File: src/rtl/sv_encoder_step_gen.sv
// Quadrature encoder front end: synchronizes and glitch-filters A/B, x4-decodes a
// signed position, and emits a one-cycle step pulse every N counts with backlash memory.
module sv_encoder_step_gen #(
  parameter int SYNC_STAGES = 2,
  parameter int FILTER_LEN  = 4,
  parameter int POS_WIDTH   = 32,
  parameter int DIV_WIDTH   = 16
) (
  input  logic                 i_clk,
  input  logic                 i_reset,
  input  logic                 enc_a_input,
  input  logic                 enc_b_input,
  input  logic                 i_enable,
  input  logic                 i_dir_sel,
  input  logic [DIV_WIDTH-1:0] i_step_div,
  input  logic                 i_pos_clear,
  output logic [POS_WIDTH-1:0] o_position,
  output logic                 o_direction,
  output logic                 o_step,
  output logic                 o_error
);

  localparam int SETTLE = SYNC_STAGES + FILTER_LEN;
  localparam int FW     = $clog2(FILTER_LEN + 1);
  localparam int SW     = $clog2(SETTLE + 1);
  localparam int AW     = DIV_WIDTH + 1;

  // Most negative accumulator value: -(2^DIV_WIDTH - 1)
  localparam logic signed [AW-1:0] ACC_MIN = {1'b1, {(DIV_WIDTH-1){1'b0}}, 1'b1};
  localparam logic signed [AW-1:0] ACC_ONE = AW'(1);

  logic [SYNC_STAGES-1:0] sync_a_q, sync_b_q;
  logic [1:0]             synced;
  logic [1:0]             filt_q, filt_d;
  logic [1:0]             prev_q;
  logic [FW-1:0]          fcnt_q [2];
  logic [FW-1:0]          fcnt_d [2];
  logic [SW-1:0]          settle_q, settle_d;
  logic                   settling;

  logic                   fwd, rev, illegal, sel, opp;
  logic [DIV_WIDTH-1:0]   div_m1;
  logic signed [AW-1:0]   div_m1_s;

  logic [POS_WIDTH-1:0]   pos_q, pos_d;
  logic signed [AW-1:0]   acc_q, acc_d;
  logic                   dir_q, dir_d;
  logic                   step_q, step_d;
  logic                   err_q, err_d;
  logic                   dsel_q;

  assign synced   = {sync_a_q[SYNC_STAGES-1], sync_b_q[SYNC_STAGES-1]};
  assign settling = (settle_q != SW'(SETTLE));
  assign settle_d = settling ? settle_q + SW'(1) : settle_q;

  // A changed level must be seen on FILTER_LEN+1 consecutive samples to flip the
  // filtered line, which gives the pin-to-position latency of SYNC_STAGES+FILTER_LEN+1.
  always_comb begin
    for (int unsigned i = 0; i < 2; i++) begin
      filt_d[i] = filt_q[i];
      fcnt_d[i] = '0;
      if (settling) begin
        filt_d[i] = synced[i];
      end else if (synced[i] != filt_q[i]) begin
        if (fcnt_q[i] == FW'(FILTER_LEN)) filt_d[i] = synced[i];
        else                               fcnt_d[i] = fcnt_q[i] + FW'(1);
      end
    end
  end

  // Forward order on {A,B}: 00 -> 10 -> 11 -> 01 -> 00
  always_comb begin
    fwd     = 1'b0;
    rev     = 1'b0;
    illegal = 1'b0;
    if (!settling) begin
      fwd = (prev_q == 2'b00 && filt_q == 2'b10) || (prev_q == 2'b10 && filt_q == 2'b11) ||
            (prev_q == 2'b11 && filt_q == 2'b01) || (prev_q == 2'b01 && filt_q == 2'b00);
      rev = (filt_q == 2'b00 && prev_q == 2'b10) || (filt_q == 2'b10 && prev_q == 2'b11) ||
            (filt_q == 2'b11 && prev_q == 2'b01) || (filt_q == 2'b01 && prev_q == 2'b00);
      illegal = ((prev_q ^ filt_q) == 2'b11);
    end
  end

  assign div_m1   = (i_step_div == '0) ? '0 : i_step_div - DIV_WIDTH'(1);
  assign div_m1_s = $signed({1'b0, div_m1});
  assign sel      = i_dir_sel ? rev : fwd;
  assign opp      = i_dir_sel ? fwd : rev;

  always_comb begin
    pos_d  = pos_q;
    dir_d  = dir_q;
    err_d  = err_q;
    acc_d  = acc_q;
    step_d = 1'b0;
    if (fwd) begin
      pos_d = pos_q + POS_WIDTH'(1);
      dir_d = 1'b0;
    end else if (rev) begin
      pos_d = pos_q - POS_WIDTH'(1);
      dir_d = 1'b1;
    end
    if (illegal) err_d = 1'b1;
    if (!i_enable || (i_dir_sel != dsel_q)) begin
      acc_d = '0;
    end else if (sel) begin
      if (acc_q >= div_m1_s) begin
        step_d = 1'b1;
        acc_d  = '0;
      end else begin
        acc_d = acc_q + ACC_ONE;
      end
    end else if (opp && (acc_q != ACC_MIN)) begin
      acc_d = acc_q - ACC_ONE;
    end
    // Clear drops any coincident count entirely, including its direction update.
    if (i_pos_clear) begin
      pos_d  = '0;
      acc_d  = '0;
      err_d  = 1'b0;
      step_d = 1'b0;
      dir_d  = dir_q;
    end
  end

  always_ff @(posedge i_clk) begin
    if (i_reset) begin
      sync_a_q <= '0;
      sync_b_q <= '0;
      filt_q   <= '0;
      prev_q   <= '0;
      fcnt_q   <= '{default: '0};
      settle_q <= '0;
      pos_q    <= '0;
      acc_q    <= '0;
      dir_q    <= 1'b0;
      step_q   <= 1'b0;
      err_q    <= 1'b0;
      dsel_q   <= 1'b0;
    end else begin
      sync_a_q <= {sync_a_q[SYNC_STAGES-2:0], enc_a_input};
      sync_b_q <= {sync_b_q[SYNC_STAGES-2:0], enc_b_input};
      filt_q   <= filt_d;
      prev_q   <= filt_q;
      fcnt_q   <= fcnt_d;
      settle_q <= settle_d;
      pos_q    <= pos_d;
      acc_q    <= acc_d;
      dir_q    <= dir_d;
      step_q   <= step_d;
      err_q    <= err_d;
      dsel_q   <= i_dir_sel;
    end
  end

  assign o_position  = pos_q;
  assign o_direction = dir_q;
  assign o_step      = step_q;
  assign o_error     = err_q;

endmodule

File: config.mk
export PLATFORM = sky130hd
export DESIGN_NAME = sv_encoder_step_gen
export DESIGN_NICKNAME = d
export VERILOG_FILES = /design/src/rtl/sv_encoder_step_gen.sv
export SDC_FILE = /design/constraint.sdc
export NUM_CORES = 1
export LEC_CHECK = 0
export ABC_CLOCK_PERIOD_IN_PS = 6240
export CORE_MARGIN = 5
export CORE_UTILIZATION = 58
export CTS_BUF_LIST = sky130_fd_sc_hd__clkbuf_16
export DETAILED_ROUTE_END_ITERATION = 6
export PLACE_DENSITY = 0.79
export SYNTH_ARGS = -nofsm -noshare
export SYNTH_HDL_FRONTEND = slang
export SYNTH_SLANG_ARGS = --single-unit
File: constraint.sdc
create_clock -name i_clk -period 6.24 [get_ports i_clk]
set_input_delay 1.56 -clock i_clk [delete_from_list [all_inputs] [get_ports i_clk]]
set_output_delay 1.56 -clock i_clk [all_outputs]
set_load 0.05 [all_outputs]
==> flow_metrics.tcl, run 1 <==
set metrics [dict create \
    cp.arrival_ns 5.74 \
    die_w_um 109 \
    synthTopCellsByArea "dfxtp_1, ha_1, nand2_1, a21oi_1, xnor2_1" \
    hold_slack_ns 0.441 \
    antenna_cells 0 \
    cts.repair.resized 0 \
    finalMaxSlewViolations 0 \
    routed_wl_um 15000 \
    cts_tree "done" \
    dr.pass1.iters 5 \
    initial_core_util 0.587 \
    finClkSkew_ns 0.00973 \
    power_density_mw_per_mm2 162 \
    final_hold_viol_count 0 \
    critPathMaxFanout 16 \
    crit_family "simple AND/OR/NAND/NOR gates" \
    placed_cells 914 \
    yosys.area.top_type "dfxtp_1" \
    clkTransAtPathRegs_ns 0.06 \
    rsz0062_at_grt "no" \
    place_area_mm2 0.00630 \
    critPathMaxStageDelay_ns 0.68 \
    fin_cells 930 \
    nets 873 \
    clkSinkCount 70 \
    ys_seq_area_frac 0.246 \
    n_fill_cell 824 \
    dp_hpwl_um 10700 \
    io_buffers 57 \
    hp-class "reg2reg" \
    fmax_mhz 183 \
    slew_headroom 0.379 \
    viasPerCell 6.15 \
    die_h_um 109 \
    ir_worst_vdd_mv 0.137 \
    h-tree-depth 3 \
    drive_gt1_frac 0.0427 \
    vias 5719 \
    grt_pass1_vias 5419 \
    area_delta_synth_final_pct 16.1 \
    critPathKind "in2reg" \
    tightest_slew_ns 0.914 \
    min_period_ns 5.47 \
    finalWeightedCongestion 0.923 \
    grt_pass1_wl_um 25000 \
    power_mw 1.07 \
    die_area_mm2 0.0119 \
    finalSetupViolCount 0 \
    p_leak_nw 2.73 \
    yosysTopAreaCellShare 0.246 \
    synthCells 758 \
    drv_cap 0 \
    slowest_stage "nor4_1" \
    clockBufferDepth 2 \
    overflow 0 \
    ys_top_cells_by_count "nand2_1, dfxtp_1, a21oi_1" \
    drc 0 \
    io_pins 58 \
    finalCritPeriodShare 0.877 \
    worstSetupStartpointType "primary input" \
    cts_buffers 9 \
    rows 36 \
    async_reset_ff_frac 0 \
    path_buf_inv 1 \
    ys_ff_latch 70 \
    cp-end-kind "register" \
    ys.flop_type "dfxtp_1" \
    grtUsageTotal 0.260 \
    ys_types 67 \
    worstPathCellList "clkdlybuf4s50_1, nor4_1, nand4b_1, or3_1, nand2_1, ha_1, a21o_1, a21o_1, a211oi_1, o32a_1, a21o_1, a31oi_1, or3b_2, a21oi_1" \
    coreArea_mm2 0.00968 \
    ys_warn_count 0 \
    synth-edff-count 0 \
    fin_tns_setup_ns 0 \
    dp_slack_ns 0.452 \
    status "finished, final reports clean" \
    root_buffer "clkbuf_16" \
    antenna_found_initial 0 \
    synth.most_common_cell "nand2_1" \
    clock_insertion_delay_worst_skew_ns 0.35 \
    grt_max_degree 34 \
    wire_per_inst_um 16.1 \
    detail-route-antenna-nets 0 \
    synth_area_mm2 0.00569 \
    stdcell_area_mm2 0.00661 \
    worstPathRequired_ns 6.51 \
    cts_hold_buf 0 \
    syn_nets 839 \
    postSynthAreaPerCell_um2 7.50 \
    cts_setup_buffers 0 \
    crit_top_cell "a21o_1" \
    drt_first_iter_violations 488 \
    worst_slack_ns 0.767 \
    post-route-util 0.682 \
]
==> cell usage in the layout, fill, tap and decap left out, types with 4 or more instances in the layout <==
master	instances
and3_1	8
clkbuf_16	9
nand2_1	103
clkdlybuf4s50_1	57
a21oi_1	60
o21ai_0	48
nand3b_1	4
nor3_1	37
nor2b_1	12
a211oi_1	13
nor4_1	8
o21a_1	4
buf_4	4
nor2_1	53
and2_1	6
a21o_1	25
nand4_1	11
a31oi_1	7
ha_1	57
or3_1	12
o211ai_1	10
xnor2_1	29
o31ai_1	8
dfxtp_1	70
inv_1	18
xor2_1	14
nand3_1	37
inv_6	4
==> per-layer routing <==
layer | GRT usage | up-vias | part of all wire
met5 | 0 | - | 0
met4 | 0.110 | 0 | 0.024
met3 | 0.0474 | 37 | 0.073
met2 | 0.423 | 219 | 0.46
met1 | 0.336 | 2623 | 0.44
li1 | - | 2840 | -
==> cell type report <==
class                   count  area [µm²]  area share
multi-input cells         632        4070       0.616
flip-flops and latches     70        1400       0.212
repair buffers             61         601      0.0909
clock buffers               9         225      0.0341
well taps                 133         166      0.0252
clock inverters             7        77.6      0.0117
inverters                  18        67.6      0.0102
==> cell families (layout without fill, tap and decap cells) <==
kind of cell | after synthesis | in the layout | share of synthesized area
flip-flops | 70 | 70 | 0.246
AND/OR/NAND/NOR | 312 | 312 | 0.265
adder cells (fa/ha/maj) | 58 | 58 | 0.129
buffers and inverters | 56 | 95 | 0.0385
XOR/XNOR | 43 | 43 | 0.0662
multiplexers | 6 | 6 | 0.0123
AO/OA/AOI/OAI | 213 | 213 | 0.243
==> flip-flops by register name (all words and copies together), names as in the netlist, 2 cells and up <==
signal and cells:
sync_a_q 2, sync_b_q 2, fcnt_q 6, o_position 32
prev_q 2, acc_q 17, settle_q 3, filt_q 2
==> path summary, 6_finish.rpt <==
| kind | endpoint | depth (start not counted) | slack [ns] | startpoint |
|---|---|---|---|---|
| setup reg to reg | o_position[26]$_SDFFE_PP0N_ | 12 | 1.78 | filt_q[1]$_SDFFE_PP0P_ |
| hold reg to reg | sync_a_q[1]$_SDFF_PP0_ | 1 | 0.44 | sync_a_q[0]$_SDFF_PP0_ |
| setup / recovery | acc_q[6]$_SDFFE_PP0P_ | 14 | 0.77 | i_step_div[3] |
| hold / removal | sync_a_q[1]$_SDFF_PP0_ | 1 | 0.44 | sync_a_q[0]$_SDFF_PP0_ |
==> power by group <==
part	switching, mW	internal [mW]
clock	0.225	0.315
combinational	0.0424	0.0360
sequential	0.00399	0.451
total	0.271	0.802
(Power assumes the default switching activity.)
==> run 2: changes to the inputs <==
--- a/config.mk
+++ b/config.mk
@@ -11,6 +11,7 @@
 export CTS_BUF_LIST = sky130_fd_sc_hd__clkbuf_16
 export DETAILED_ROUTE_END_ITERATION = 6
 export PLACE_DENSITY = 0.79
+export SLEW_MARGIN = 10
 export SYNTH_ARGS = -nofsm -noshare
 export SYNTH_HDL_FRONTEND = slang
 export SYNTH_SLANG_ARGS = --single-unit
==> results of run 2 <==
The final DEF is identical to that of run 1; final timing and power are the same.
==> run 3: changes to the inputs <==
--- a/config.mk
+++ b/config.mk
@@ -5,7 +5,7 @@
 export SDC_FILE = /design/constraint.sdc
 export NUM_CORES = 1
 export LEC_CHECK = 0
-export ABC_CLOCK_PERIOD_IN_PS = 6240
+export ABC_CLOCK_PERIOD_IN_PS = 6200
 export CORE_MARGIN = 5
 export CORE_UTILIZATION = 58
 export CTS_BUF_LIST = sky130_fd_sc_hd__clkbuf_16
==> constraint.sdc (replaced) <==
create_clock -name i_clk -period 6.2 [get_ports i_clk]
set_input_delay 1.55 -clock i_clk [delete_from_list [all_inputs] [get_ports i_clk]]
set_output_delay 1.55 -clock i_clk [all_outputs]
set_load 0.05 [all_outputs]
==> results of run 3 <==
Same layout as run 1 (identical final DEF). Status: finished, final reports clean.
Main changes from that run: setup slack after placement 0.452 ns -> 0.422 ns; setup slack after layout 0.767 ns -> 0.737 ns; register-to-register setup slack 1.78 ns -> 1.74 ns; total power 1.07 mW -> 1.08 mW; worst IR drop on VDD 0.137 mV -> 0.138 mV
